==> src/rtl/ps2_pkg.sv <==
// Shared PS/2 definitions: host transmitter state encoding, error codes,
// default link timing constants and the odd-parity helper.
package ps2_pkg;

    localparam logic [3:0] S_IDLE     = 4'd0;
    localparam logic [3:0] S_INHIBIT  = 4'd1;
    localparam logic [3:0] S_REQ      = 4'd2;
    localparam logic [3:0] S_DATA     = 4'd3;
    localparam logic [3:0] S_PARITY   = 4'd4;
    localparam logic [3:0] S_STOP     = 4'd5;
    localparam logic [3:0] S_WAIT_REL = 4'd6;
    localparam logic [3:0] S_DONE     = 4'd7;
    localparam logic [3:0] S_ERR      = 4'd8;

    localparam logic [1:0] ERR_NONE   = 2'b00;
    localparam logic [1:0] ERR_START  = 2'b01;
    localparam logic [1:0] ERR_PACKET = 2'b10;
    localparam logic [1:0] ERR_NOACK  = 2'b11;

    localparam int DEF_INHIBIT_CYCLES = 6000;
    localparam int DEF_DAT_LEAD       = 50;
    localparam int DEF_START_TIMEOUT  = 750000;
    localparam int DEF_PACKET_TIMEOUT = 100000;
    localparam int DEF_FILTER_LEN     = 8;

    function automatic logic odd_parity(input logic [7:0] d);
        return ~^d;
    endfunction

endpackage

==> src/rtl/ps2_line_filter.sv <==
// PS/2 line conditioner: 2-FF synchroniser, FILTER_LEN glitch filter, fall strobe.
// Ports: clock, reset_n, i_raw (async pin), o_level (filtered), o_fall (1->0 strobe).
module ps2_line_filter
    import ps2_pkg::*;
#(
    parameter int FILTER_LEN = DEF_FILTER_LEN
) (
    input  logic clock,
    input  logic reset_n,
    input  logic i_raw,
    output logic o_level,
    output logic o_fall
);

    localparam int CW = $clog2(FILTER_LEN + 1);

    logic [1:0]    r_sync;
    logic [CW-1:0] r_cnt;
    logic          r_level;
    logic          r_fall;

    // Idle PS/2 lines float high, so reset to 1 to avoid a spurious fall.
    always_ff @(posedge clock) begin
        if (!reset_n) begin
            r_sync  <= 2'b11;
            r_cnt   <= '0;
            r_level <= 1'b1;
            r_fall  <= 1'b0;
        end else begin
            r_sync <= {r_sync[0], i_raw};
            r_fall <= 1'b0;
            if (r_sync[1] == r_level) begin
                r_cnt <= '0;
            end else if (r_cnt == CW'(FILTER_LEN - 1)) begin
                r_cnt   <= '0;
                r_level <= r_sync[1];
                r_fall  <= r_level;
            end else begin
                r_cnt <= r_cnt + CW'(1);
            end
        end
    end

    assign o_level = r_level;
    assign o_fall  = r_fall;

endmodule

==> src/rtl/ps2_host_tx.sv <==
// PS/2 host-to-device transmitter: request-to-send, 11-bit frame, ack check.
// Ports: clock/reset_n, raw pins in, open-drain pull-low enables out, tx handshake.
module ps2_host_tx
    import ps2_pkg::*;
#(
    parameter int INHIBIT_CYCLES = DEF_INHIBIT_CYCLES,
    parameter int DAT_LEAD       = DEF_DAT_LEAD,
    parameter int START_TIMEOUT  = DEF_START_TIMEOUT,
    parameter int PACKET_TIMEOUT = DEF_PACKET_TIMEOUT,
    parameter int FILTER_LEN     = DEF_FILTER_LEN
) (
    input  logic       clock,
    input  logic       reset_n,
    input  logic       ps2_clk_i,
    input  logic       ps2_dat_i,
    output logic       ps2_clk_oe,
    output logic       ps2_dat_oe,
    input  logic [7:0] tx_data,
    input  logic       tx_start,
    output logic       tx_busy,
    output logic       tx_done,
    output logic       tx_error,
    output logic [1:0] error_code
);

    localparam logic [12:0] LP_INH_LAST = 13'(INHIBIT_CYCLES - 1);
    localparam logic [12:0] LP_LEAD_AT  = 13'(INHIBIT_CYCLES - DAT_LEAD - 1);
    localparam logic [19:0] LP_STA_LAST = 20'(START_TIMEOUT - 1);
    localparam logic [19:0] LP_PKT_LAST = 20'(PACKET_TIMEOUT - 1);

    logic        w_clk_level;
    logic        w_clk_fall;
    logic        w_dat_level;
    logic        w_dat_fall_unused;
    logic [12:0] w_inh_inc;
    logic [19:0] w_to_inc;
    logic        w_in_pkt;
    logic        w_pkt_to;

    logic [3:0]  r_state;
    logic [7:0]  r_shift;
    logic        r_parity;
    logic [3:0]  r_bit_idx;
    logic [12:0] r_inh_cnt;
    logic [19:0] r_to_cnt;
    logic        r_clk_oe;
    logic        r_dat_oe;
    logic [1:0]  r_err_code;

    ps2_line_filter #(.FILTER_LEN(FILTER_LEN)) u_clk_filt (
        .clock   (clock),
        .reset_n (reset_n),
        .i_raw   (ps2_clk_i),
        .o_level (w_clk_level),
        .o_fall  (w_clk_fall)
    );

    ps2_line_filter #(.FILTER_LEN(FILTER_LEN)) u_dat_filt (
        .clock   (clock),
        .reset_n (reset_n),
        .i_raw   (ps2_dat_i),
        .o_level (w_dat_level),
        .o_fall  (w_dat_fall_unused)
    );

    assign w_inh_inc = (r_inh_cnt == '1) ? r_inh_cnt : r_inh_cnt + 13'd1;
    assign w_to_inc  = (r_to_cnt == '1) ? r_to_cnt : r_to_cnt + 20'd1;

    assign w_in_pkt = (r_state == S_DATA) || (r_state == S_PARITY) ||
                      (r_state == S_STOP) || (r_state == S_WAIT_REL);
    assign w_pkt_to = w_in_pkt && (r_to_cnt == LP_PKT_LAST);

    always_ff @(posedge clock) begin
        if (!reset_n) begin
            r_state    <= S_IDLE;
            r_shift    <= '0;
            r_parity   <= 1'b0;
            r_bit_idx  <= '0;
            r_inh_cnt  <= '0;
            r_to_cnt   <= '0;
            r_clk_oe   <= 1'b0;
            r_dat_oe   <= 1'b0;
            r_err_code <= ERR_NONE;
        end else begin
            case (r_state)
                S_IDLE: begin
                    if (tx_start) begin
                        r_shift    <= tx_data;
                        r_parity   <= odd_parity(tx_data);
                        r_bit_idx  <= '0;
                        r_inh_cnt  <= '0;
                        r_to_cnt   <= '0;
                        r_err_code <= ERR_NONE;
                        r_clk_oe   <= 1'b1;
                        r_dat_oe   <= 1'b0;
                        r_state    <= S_INHIBIT;
                    end
                end
                S_INHIBIT: begin
                    // DAT goes low DAT_LEAD cycles before CLK is released;
                    // that low level is the start bit.
                    if (r_inh_cnt == LP_INH_LAST) begin
                        r_clk_oe <= 1'b0;
                        r_dat_oe <= 1'b1;
                        r_to_cnt <= '0;
                        r_state  <= S_REQ;
                    end else begin
                        if (r_inh_cnt >= LP_LEAD_AT) begin
                            r_dat_oe <= 1'b1;
                        end
                        r_inh_cnt <= w_inh_inc;
                    end
                end
                S_REQ: begin
                    // First device fall: start bit is taken, present d0.
                    if (w_clk_fall) begin
                        r_dat_oe  <= ~r_shift[0];
                        r_shift   <= r_shift >> 1;
                        r_bit_idx <= '0;
                        r_to_cnt  <= '0;
                        r_state   <= S_DATA;
                    end else if (r_to_cnt == LP_STA_LAST) begin
                        r_dat_oe   <= 1'b0;
                        r_err_code <= ERR_START;
                        r_state    <= S_ERR;
                    end else begin
                        r_to_cnt <= w_to_inc;
                    end
                end
                S_DATA: begin
                    r_to_cnt <= w_to_inc;
                    // r_bit_idx is the index of the bit currently on DAT.
                    if (w_clk_fall) begin
                        if (r_bit_idx == 4'd7) begin
                            r_dat_oe <= ~r_parity;
                            r_state  <= S_PARITY;
                        end else begin
                            r_dat_oe  <= ~r_shift[0];
                            r_shift   <= r_shift >> 1;
                            r_bit_idx <= r_bit_idx + 4'd1;
                        end
                    end
                end
                S_PARITY: begin
                    r_to_cnt <= w_to_inc;
                    if (w_clk_fall) begin
                        r_dat_oe <= 1'b0;
                        r_state  <= S_STOP;
                    end
                end
                S_STOP: begin
                    r_to_cnt <= w_to_inc;
                    if (w_clk_fall) begin
                        if (!w_dat_level) begin
                            r_state <= S_WAIT_REL;
                        end else begin
                            r_err_code <= ERR_NOACK;
                            r_state    <= S_ERR;
                        end
                    end
                end
                S_WAIT_REL: begin
                    r_to_cnt <= w_to_inc;
                    if (w_clk_level && w_dat_level) begin
                        r_state <= S_DONE;
                    end
                end
                S_DONE: begin
                    r_state <= S_IDLE;
                end
                S_ERR: begin
                    r_clk_oe <= 1'b0;
                    r_dat_oe <= 1'b0;
                    r_state  <= S_IDLE;
                end
                default: begin
                    r_clk_oe <= 1'b0;
                    r_dat_oe <= 1'b0;
                    r_state  <= S_IDLE;
                end
            endcase

            // A stalled device overrides whatever the frame step decided.
            if (w_pkt_to) begin
                r_clk_oe   <= 1'b0;
                r_dat_oe   <= 1'b0;
                r_err_code <= ERR_PACKET;
                r_state    <= S_ERR;
            end
        end
    end

    assign ps2_clk_oe = r_clk_oe;
    assign ps2_dat_oe = r_dat_oe;
    assign tx_busy    = (r_state != S_IDLE);
    assign tx_done    = (r_state == S_DONE);
    assign tx_error   = (r_state == S_ERR);
    assign error_code = r_err_code;

endmodule

==> config.mk <==
export PLATFORM = sky130hd
export DESIGN_NAME = ps2_host_tx
export DESIGN_NICKNAME = d
export VERILOG_FILES = /design/src/rtl/ps2_pkg.sv /design/src/rtl/ps2_line_filter.sv /design/src/rtl/ps2_host_tx.sv
export SDC_FILE = /design/constraint.sdc
export NUM_CORES = 1
export LEC_CHECK = 0
export CAP_MARGIN = 25
export CORE_ASPECT_RATIO = 1.1
export CORE_MARGIN = 5
export CORE_UTILIZATION = 55
export CTS_CLUSTER_DIAMETER = 200
export DETAILED_ROUTE_END_ITERATION = 8
export PLACE_DENSITY = 0.76
export SYNTH_ARGS = -nofsm -noshare
export SYNTH_HDL_FRONTEND = slang
export SYNTH_SLANG_ARGS = --single-unit
==> constraint.sdc <==
create_clock -name clock -period 2.7 [get_ports clock]
set_clock_uncertainty 0.2 [all_clocks]
set_input_delay 0.81 -clock clock [delete_from_list [all_inputs] [get_ports clock]]
set_output_delay 0.81 -clock clock [all_outputs]
set_load 0.01 [all_outputs]
==> summary.md, run 1 <==
| Metric | Value |
|---|---|
| Yosys cell types | 56 |
| Hold Crit Class | register to register |
| Min Tclk post-route | 2614 ps |
| Routed Antenna Nets | 0 |
| Initial antenna violation count | 0 |
| Seq/Total Area, Yosys | a little under two fifths |
| Net count, final | 520 |
| Most used flip-flop cell after synthesis | dfxtp_1 |
| Power Density | 776.3 mW/mm2 |
| Rows | 31 |
| Max Freq | 382.6 MHz |
| Post-synthesis mux area share | 1.642% |
| Synth Cell Area | 0.003659 mm2 |
| Share of cells above drive strength 1 | 15.42% |
| Synth Area in XOR/XNOR | 6.943% |
| Total CTS buffers | 9 |
| Fillers | 554 |
| WHS | between 200 and 250 ps |
| Ports | 20 |
| Synth Register Bits | 69 |
| Crit path max fanout | 6 |
| Final wirelength | 8655 um |
| Vias/cell | 5.917 |
| Slew HR | between 50% and 60% |
| Worst-Margin Slew | 706.6 ps |
| GPL Wtd Cong | just over 0.9 |
| Largest family of logic cells by synthesized area | simple AND/OR/NAND/NOR gates |
| Synthesized area per cell | 8.130 um2 |
| Die X | 87.77 um |
| Total track usage | 21.92% |
| Wirelength per Cell | ~15 um |
| Largest net degree at the start of global routing | 24 |
| Final Hold Vio Count | 0 |
| CTS max path bufs | 2 |
| Finished Layout Cells | 588 |
| Port Buffers | 19 |
| Post-synth ARST share | 0% |
| GRT Residual Overflow | 0 |
| Initial DRT Pass Iterations | 5 |
| Setup crit end kind | register |
| Outcome | finished clean |
| CP Launch Type | input pin |
| Initial Util | 56.14% |
| Max cap viols | 0 |
| Final worst-path cycle share | 96.80% |
| Max-slew violations | 0 |
| EDFF count, synth | 0 |
| Worst R2R End | r_state[2]$_SDFFE_PP0P_ |
| CTS HTree Levels | 3 |
| Vert. Die Dim | approximately 96 um |
| First-pass GRT wire length | around 15000 um |
| Reg2Reg Depth | 6 |
| # setup viols final | 0 |
| Root Driver | clkbuf_8 |
| Post-Synth Adder-Cell Area | 2.052% |
| Final HPWL DP | between 6000 and 7000 um |
| Worst R2R Start | r_to_cnt[6]$_SDFFE_PN0P_ |
| Startpoint of the worst hold path | u_clk_filt.r_sync[0]$_SDFF_PN1_ |
| Placed cells | ~570 |
| Drt drc | 0 |
| Leak Pwr | 1.661 nW |
| Antenna cells | 0 |
| CTS clk-pin slew, worst paths | around 80 ps |
| Hold Path Depth | 1 |
| Flop-to-flop setup slack | between 100 and 150 ps |
| Layout area overhead | 22.81% |
| Complex-gate fraction of the synthesized area | around 18% |
| PnR Total Power | 3.488 mW |
| Drt initial violations | roughly 140 |
| Crit path kind | input pin to register |
| Vias in the first global route | 3331 |
| Worst vdd ir | 494.4 uV |
| Synth Area in Simple Gates | 29.48% |
| Synth warn | 0 |
| Vias | 3479 |
| Crit path DAT | 2660 ps |
| Hold endpoint | u_clk_filt.r_sync[1]$_SDFF_PN1_ |
| Gate Count Post-Synth | 450 |
| CTS tree | yes |
| Core footprint | 0.006516 mm2 |
| Synthesized net count | 469 |
| Die Area | approximately 0.0084 mm2 |
| Setup_tns | 0 ps |
| Required @ worst endpoint | 2740 ps |
| Sinks on Clock Net | around 70 |
| Worst-skew pair later-pin latency | approximately 350 ps |
cells in the final DEF (no fill, tap or decap), types with 3 or more instances in the layout:
cell type and n:
dfxtp_1 67, nand2_1 53, nor2_1 41, buf_4 41, nand3_1 35, o21ai_0 23, xnor2_1 20, a21oi_1 19
clkdlybuf4s50_1 17, inv_1 11, a31oi_1 10, or3_1 10, xor2_1 9, nor3_1 9, and2_1 9, clkbuf_8 9
a211oi_1 8, o211a_1 7, nor4_1 6, mux2i_1 6, ha_1 6, and3_1 5, nand4_1 5, nor2b_1 5
nand2b_1 5, a21boi_0 5, nand3_2 3, nor3b_1 3, a311oi_1 3, a2111oi_1 3
registers in the layout (all words and copies together) (netlist names), 4 cells and up:
name,flops
r_to_cnt,20
r_inh_cnt,13
r_shift,8
r_bit_idx,4
r_state,4
u_clk_filt.r_cnt,4
u_dat_filt.r_cnt,4
report_power, final:
| part | total [mW] | internal (mW) | leakage (nW) | switching [mW] |
|---|---|---|---|---|
| clock | 0.946 | 0.524 | 0.110 | 0.422 |
| combinational | 1.33 | 0.637 | 0.990 | 0.698 |
| sequential | 1.21 | 1.12 | 0.561 | 0.0866 |
what timing repair did:
action                                 CTS  global route
setup endpoints to repair                5            24
pin swaps                                0             1
cloned                                   0             1
hold buffers                             0             0
endpoints found under the hold margin    0             0
resized for setup                        5            11
setup buffers                            0             2
synthesized netlist by cell type, types with 3 or more instances:
cell type	count	area share, %
nor2b_1	6	1.0
a21boi_0	5	1.0
o21ai_0	23	3.1
xnor2_1	20	4.8
o211a_1	7	1.9
clkbuf_1	19	1.9
ha_1	6	2.1
mux2i_1	6	1.6
xor2_1	9	2.2
and2_1	9	1.5
nand3_1	37	5.1
nand4_1	5	0.85
a311oi_1	3	0.72
a21oi_1	20	2.7
buf_1	3	0.31
nor2_1	41	4.2
or3_1	10	1.7
nand2_1	53	5.4
nand2b_1	5	0.85
dfxtp_1	69	38
nor4_1	7	1.2
nor3b_1	3	0.62
a31oi_1	10	1.7
a211oi_1	9	1.8
a2111oi_0	4	0.96
inv_1	11	1.1
nor3_1	9	1.2
and3_1	5	0.85
metal layers:
| layer | GRT usage [%] | vias to the layer above | routed length, um | share of wire [%] |
|---|---|---|---|---|
| met3 | 5.532 | 18 | 346 | 4.0 |
| met4 | 9.591 | 0 | 201 | 2.3 |
| li1 | - | 1730 | - | - |
| met2 | 38.07 | 90 | 4356 | 50 |
| met5 | 0 | - | 0 | 0 |
| met1 | 25.22 | 1641 | 3751 | 43 |
cell families after synthesis:
family,after synthesis
xor+xnor,29
simple gates,208
fa+ha+maj,6
compound gates,97
mux,6
buf+inv,35
flops,69
per-stage QoR:
| stage | area (um2) | setup WS, ps | utilization (%) |
|---|---|---|---|
| 2_1_floorplan | 3659 | 172.7 | - |
| 3_3_place_gp | 4199 | -246.6 | 64.44 |
| 3_5_place_dp | 4199 | -373.7 | 64.44 |
| 4_1_cts | 4429 | -20.63 | 67.97 |
| 5_1_grt | 4493 | -3.504 | 68.95 |
| 6_report | 4493 | 86.41 | 68.95 |
critical path, stage by stage:
cell,delay [ps]
clkdlybuf4s50_1,510
nor2_1,70
o31ai_2,290
nand3_2,200
a2111oi_1,540
xnor2_1,180
nor2_1,50
final cells by class:
class	count	area [um2]	area share (%)
timing repair buffer	63	546.8	12.17
inverter	11	41.29	0.9190
multi-input combinational	347	2196	48.87
clock buffer	9	123.9	2.757
sequential	69	1384	30.80
tap	82	102.6	2.283
clock inverter	7	98.84	2.200
worst max path at each step:
stage	start	cells after the start	to
global route	tx_start	7	r_inh_cnt[6]$_SDFFE_PN0P_
global placement	tx_start	7	r_inh_cnt[5]$_SDFFE_PN0P_
detailed placement	tx_start	7	r_inh_cnt[6]$_SDFFE_PN0P_
floorplan	r_inh_cnt[7]$_SDFFE_PN0P_	6	r_to_cnt[4]$_SDFFE_PN0P_
finish	tx_start	7	r_inh_cnt[5]$_SDFFE_PN0P_
CTS	tx_start	7	r_inh_cnt[5]$_SDFFE_PN0P_
No activity file was read; power rests on OpenSTA's default activity.
==> run 2: changes to the inputs <==
--- a/config.mk
+++ b/config.mk
@@ -8,10 +8,11 @@
 export CAP_MARGIN = 25
 export CORE_ASPECT_RATIO = 1.1
 export CORE_MARGIN = 5
-export CORE_UTILIZATION = 55
+export CORE_UTILIZATION = 60
 export CTS_CLUSTER_DIAMETER = 200
 export DETAILED_ROUTE_END_ITERATION = 8
-export PLACE_DENSITY = 0.76
+export PLACE_DENSITY = 0.82
+export SLEW_MARGIN = 20
 export SYNTH_ARGS = -nofsm -noshare
 export SYNTH_HDL_FRONTEND = slang
 export SYNTH_SLANG_ARGS = --single-unit
==> run 2 against run 1 <==
Compared with the run above: worst setup slack better by 6.7 ps; non-clock buffer count down 5; flip-flop and latch count unchanged; power down 6.4%; core utilization up 6.8 points; sequential power about the same; worst hold slack better by 11 ps; final area down 1.6%; global-route usage up 0.71 points; count of clock-buffer cells in the layout up 1; die area down 7.4%; critical path depth down 1; critical path type is now register to register; largest power group unchanged.
==> summary.md, run 2 (same netlist as run 1, synthesis figures left out) <==
| Metric | Value |
|---|---|
| Outcome | finished clean |
| First-pass GRT wire length | 14580 um (-0.52%) |
| Rows | 29 (-6.5%) |
| CTS max path bufs | 2 (unchanged) |
| Worst-skew pair later-pin latency | 360 ps (about the same) |
| GRT Residual Overflow | 0 (unchanged) |
| Metal3 WL | 370 um (+6.9%) |
| Final HPWL DP | 6060 um (-1.2%) |
| Worst vdd ir | 493.2 uV (-0.24%) |
| Crit path max fanout | 4 (-2) |
| Antenna cells | 0 (unchanged) |
| Met2 routed WL | 4343 um (-0.30%) |
| Initial DRT Pass Iterations | 5 (unchanged) |
| Die X | 84.45 um (-3.8%) |
| Initial antenna violation count | 0 (unchanged) |
| Commonest cells after routing, fill and taps aside | 66 x dfxtp_1, 53 x nand2_1, 41 x nor2_1 |
| Total CTS buffers | 9 (unchanged) |
| Port Buffers | 19 (unchanged) |
| Vias/cell | 6.000 (+1.4%) |
| Worst-Margin Slew | 682.9 ps (-23.75 ps) |
| Sinks on Clock Net | 69 (unchanged) |
| Vias | 3468 (-0.32%) |
| Met1 Wirelength | 3775 um (+0.64%) |
| Crit path DAT | 2680 ps (+20 ps) |
| Final Hold Vio Count | 0 (unchanged) |
| Drt initial violations | 227 (+64%) |
| Total track usage | 22.62% (+0.71 points) |
| Slew HR | 54.06% (+1.6 points) |
| Vert. Die Dim | 91.90 um (-3.8%) |
| Biggest regs | r_to_cnt (20), r_inh_cnt (13), r_shift (8) |
| # setup viols final | 0 (unchanged) |
| CTS tree | yes |
| Most common cell after layout, fill and taps aside | dfxtp_1 |
| Final worst-path cycle share | 96.55% (-0.25 points) |
| Hold Crit Class | register to register |
| Max Freq | 383.6 MHz (+0.26%) |
| Max cap viols | 0 (unchanged) |
| Power Density | 738.3 mW/mm2 (-4.9%) |
| Crit path kind | register to register |
| Core footprint | 0.005842 mm2 (-10%) |
| Share of cells above drive strength 1 | 14.97% (-0.44 points) |
| Top Layer Used | met4 |
| Max-slew violations | 0 (unchanged) |
| Layout area overhead | 20.90% |
| Required @ worst endpoint | 2770 ps (+30 ps) |
| Final wirelength | 8666 um (+0.13%) |
| GPL Wtd Cong | 0.9431 (+2.0%) |
| CTS clk-pin slew, worst paths | 90 ps (about the same) |
| CTS HTree Levels | 3 (unchanged) |
| Drt drc | 0 (unchanged) |
| WHS | 226.9 ps (+11.18 ps) |
| Net count, final | 515 (-0.96%) |
| Hold Buf Count CTS | 0 (unchanged) |
| Leak Pwr | 1.619 nW (-2.5%) |
| Vias in the first global route | 3207 (-3.7%) |
| Setup crit end kind | register |
| CP Launch Type | register |
| RSZ-0062 raised after global routing | false |
| Top reg by flops | r_to_cnt |
| Wirelength per Cell | 14.99 um (+1.9%) |
| Largest net degree at the start of global routing | 24 (unchanged) |
| Routed Antenna Nets | 0 (unchanged) |
| Ports | 20 (unchanged) |
| Min Tclk post-route | 2607 ps (-6.700 ps) |
| Setup_tns | 0 ps (unchanged) |
| Root Driver | clkbuf_8 |
| Number of flip-flops under the largest register name | 20 (unchanged) |
| Initial Util | 62.63% (+6.5 points) |
| Die Area | 0.007761 mm2 (-7.4%) |
run 2: where the power goes:
part | leakage [nW] | switching, mW | internal (mW) | total, mW
Combinational | 0.968 | 0.682 | 0.569 | 1.25
Clock | 0.0893 | 0.436 | 0.364 | 0.800
Sequential | 0.562 | 0.0915 | 1.12 | 1.21
run 2: metal layers:
metal | vias to the layer above | global-route usage (%)
met5 | - | 0
met4 | 0 | 9.763
met3 | 17 | 4.659
met2 | 90 | 37.57
met1 | 1636 | 28.48
li1 | 1725 | -
run 2: area by class of cell:
class / instances / area (um2)
inverters: 11 / 41.29
well taps: 77 / 96.34
flip-flops and latches: 69 / 1388
clock buffers: 10 / 137.6
clock inverters: 6 / 46.29
fillers: 398 / 1419
multi-input cells: 347 / 2208
repair buffers: 58 / 505.5
run 2: through the flow:
step	setup slack (ps)	total power, mW	util, %	cells	cell area (um2)
after detailed placement	-271.8	2.410	71.39	561	4170
after global placement	-229.9	2.383	71.39	561	4170
after floorplan	172.7	1.961	-	450	3659
after CTS	23.45	3.204	74.68	577	4363
after global routing	7.088	3.460	75.71	578	4423
final	93.11	3.265	75.71	578	4423
run 2: final timing paths:
path	startpoint	to	slack, ps	cells past startpoint
worst max-delay path	r_inh_cnt[11]$_SDFFE_PN0P_	r_state[2]$_SDFFE_PP0P_	90	6
worst min-delay path	u_dat_filt.r_sync[0]$_SDFF_PN1_	u_dat_filt.r_sync[1]$_SDFF_PN1_	230	1
worst max register to register	r_inh_cnt[11]$_SDFFE_PN0P_	r_state[2]$_SDFFE_PP0P_	90	6
worst min register to register	u_dat_filt.r_sync[0]$_SDFF_PN1_	u_dat_filt.r_sync[1]$_SDFF_PN1_	230	1
run 2: timing repair:
item	CTS	global route
pin swaps	0	2
gates cloned	0	1
setup endpoints to repair	3	19
buffers inserted	0	0
gates resized for setup	6	11
run 2: worst max-delay path: stages, from the launching register on:
cell and delay [ps]:
dfxtp_1 320, or4b_1 500, or4b_4 580, and2_1 220, a2111oi_4 330, nand2_1 120
a211oi_2 250
==> run 3: changes to the inputs <==
--- a/config.mk
+++ b/config.mk
@@ -8,10 +8,11 @@
 export CAP_MARGIN = 25
 export CORE_ASPECT_RATIO = 1.1
 export CORE_MARGIN = 5
-export CORE_UTILIZATION = 60
-export CTS_CLUSTER_DIAMETER = 200
+export CORE_UTILIZATION = 63
+export CTS_CLUSTER_DIAMETER = 150
 export DETAILED_ROUTE_END_ITERATION = 8
-export PLACE_DENSITY = 0.82
+export DONT_BUFFER_PORTS = 1
+export PLACE_DENSITY = 0.81
 export SLEW_MARGIN = 20
 export SYNTH_ARGS = -nofsm -noshare
 export SYNTH_HDL_FRONTEND = slang
==> run 3 against run 2 <==
Compared with the run above: final cell count down 4.7%; register-to-register slack worse by 40 ps; via count fell by 2.0%; sequential share of layout area rose by 2.3 points; critical path depth up 1; power fell by 4.5%; non-clock buffer count down 25; largest power group is now registers.
==> summary.md, run 3 (same netlist as run 1, synthesis figures left out) <==
| Metric | Value |
|---|---|
| CTS HTree Levels | 3 (unchanged) |
| # setup viols final | 0 (unchanged) |
| Top reg by flops | r_to_cnt |
| Placed cells | 534 (-4.8%) |
| CTS tree | yes |
| Layout area overhead | 12.31% |
| Commonest cells after routing, fill and taps aside | 68 x dfxtp_1, 53 x nand2_1, 41 x nor2_1 |
| Share of cells above drive strength 1 | 11.81% (-3.2 points) |
| Port Buffers | 0 (-19) |
| Hold Crit Class | register to register |
| Leak Pwr | 1.489 nW (-8.0%) |
| GPL Wtd Cong | 0.9174 (-2.7%) |
| Die Area | 0.007433 mm2 (-4.2%) |
| GRT Residual Overflow | 0 (unchanged) |
| Crit path DAT | 2690 ps (about the same) |
| RSZ-0062 raised after global routing | true |
| Required @ worst endpoint | 2740 ps (-30 ps) |
| Number of flip-flops under the largest register name | 20 (unchanged) |
| Power Density | 758.9 mW/mm2 (+2.8%) |
| Total track usage | 23.61% (+0.98 points) |
| Slew HR | 50.44% (-3.6 points) |
| Drt initial violations | 253 (+11%) |
| Crit path max fanout | 3 (-1) |
| Max-slew violations | 0 (unchanged) |
| Largest net degree at the start of global routing | 38 (+58%) |
| Final Instance Area | 0.004109 mm2 (-7.1%) |
| Initial Util | 64.22% (+1.6 points) |
| Min Tclk post-route | 2649 ps (+42.40 ps) |
| First-pass GRT wire length | 14040 um (-3.7%) |
| Vias in the first global route | 3228 (+0.65%) |
| Area of placed instances | 0.003908 mm2 (-6.3%) |
| Vias/cell | 6.169 (+2.8%) |
| Ports | 20 (unchanged) |
| Total CTS buffers | 9 (unchanged) |
| Biggest regs | r_to_cnt (20), r_inh_cnt (13), r_shift (8) |
| Drt drc | 0 (unchanged) |
| Antenna cells | 0 (unchanged) |
| Die X | 82.66 um (-2.1%) |
| Final worst-path cycle share | 98.12% (+1.6 points) |
| Most common cell after layout, fill and taps aside | dfxtp_1 |
| CTS clk-pin slew, worst paths | 70 ps (-20 ps) |
| Worst-skew pair later-pin latency | 350 ps (about the same) |
| Max cap viols | 0 (unchanged) |
| Net count, final | 489 (-5.0%) |
| Crit path kind | register to register |
| Final wirelength | 8464 um (-2.3%) |
| Routed Antenna Nets | 0 (unchanged) |
| Worst-Margin Slew | 736.6 ps (+53.73 ps) |
| Worst vdd ir | 450.5 uV (-8.6%) |
| Setup crit end kind | register |
| Max Freq | 377.5 MHz (-1.6%) |
| Root Driver | clkbuf_8 |
| Outcome | finished clean |
| Rows | 29 (unchanged) |
| Fillers | 431 (+8.3%) |
| Core footprint | 0.005697 mm2 (-2.5%) |
| Flop-to-flop setup slack | 50 ps (-40 ps) |
| CP Launch Type | register |
| Vert. Die Dim | 89.93 um (-2.1%) |
| Final Hold Vio Count | 0 (unchanged) |
| Final HPWL DP | 6020 um (-0.66%) |
| Sinks on Clock Net | 69 (unchanged) |
| Initial antenna violation count | 0 (unchanged) |
| Initial DRT Pass Iterations | 5 (unchanged) |
| Finished Layout Cells | 551 (-4.7%) |
| Vias | 3399 (-2.0%) |
| CTS max path bufs | 2 (unchanged) |
| Wirelength per Cell | 15.36 um (+2.5%) |
run 3: changes by cell type in the layout (fill, tap and decap cells not counted), sizes merged, moves of 2 or more:
cell           delta
buf               -6
clkdlybuf4s50    -17
dlygate4sd2       -2
inv               -2
run 3: path summary, 6_finish.rpt:
| kind | start | to | cells after the start |
|---|---|---|---|
| worst max-delay path | r_inh_cnt[11]$_SDFFE_PN0P_ | r_state[0]$_SDFFE_PP0P_ | 7 |
| worst min-delay path | u_dat_filt.r_sync[0]$_SDFF_PN1_ | u_dat_filt.r_sync[1]$_SDFF_PN1_ | 1 |
| worst max register to register | r_inh_cnt[11]$_SDFFE_PN0P_ | r_state[0]$_SDFFE_PP0P_ | 7 |
| worst min register to register | u_dat_filt.r_sync[0]$_SDFF_PN1_ | u_dat_filt.r_sync[1]$_SDFF_PN1_ | 1 |
run 3: area by class of cell:
class | count | area [um2] | share of cell area (%)
repair buffers | 33 | 260.3 | 6.334
clock inverters | 5 | 52.55 | 1.279
multi-input cells | 346 | 2148 | 52.28
well taps | 77 | 96.34 | 2.345
inverters | 11 | 41.29 | 1.005
flip-flops and latches | 69 | 1383 | 33.65
clock buffers | 10 | 127.6 | 3.106
run 3: per-layer routing:
layer | wire length, um | vias to the layer above | global-route usage [%]
li1 | - | 1661 | -
met1 | 3470 | 1592 | 27.63
met2 | 4304 | 118 | 40.11
met3 | 509 | 28 | 6.000
met4 | 179 | 0 | 9.401
met5 | 0 | - | 0
run 3: through the flow:
stage | TNS (ps) | worst slack [ps] | util (%) | total power, mW | hold WS, ps
global route | -63.11 | -30.54 | 72.13 | 3.299 | 254.1
finish | 0 | 50.71 | 72.13 | 3.118 | 216.5
floorplan | 0 | 172.7 | - | 1.961 | 186.3
CTS | 0 | 65.88 | 71.75 | 3.074 | 220.5
global placement | 0 | 166.8 | 68.59 | 2.247 | 191.1
detailed placement | 0 | 108.9 | 68.59 | 2.274 | 203.8
run 3: what timing repair did:
action	CTS	global route
gates resized for setup	0	2
setup endpoints to repair	0	2
hold endpoints to repair	0	0
hold buffers	0	0
buffers inserted	0	2
run 3: critical path, cell delays in order, from the launching register on:
cell and delay (ps):
dfxtp_1 320, or4b_1 500, or4b_4 560, and2_1 220
a2111oi_4 300, buf_4 190, mux2i_1 200, nor2_1 50
run 3: report_power, final:
group / switching, mW / internal (mW) / total (mW)
Clock: 0.387 / 0.417 / 0.804
Combinational: 0.610 / 0.473 / 1.08
Sequential: 0.112 / 1.12 / 1.23
Total: 1.11 / 2.01 / 3.12
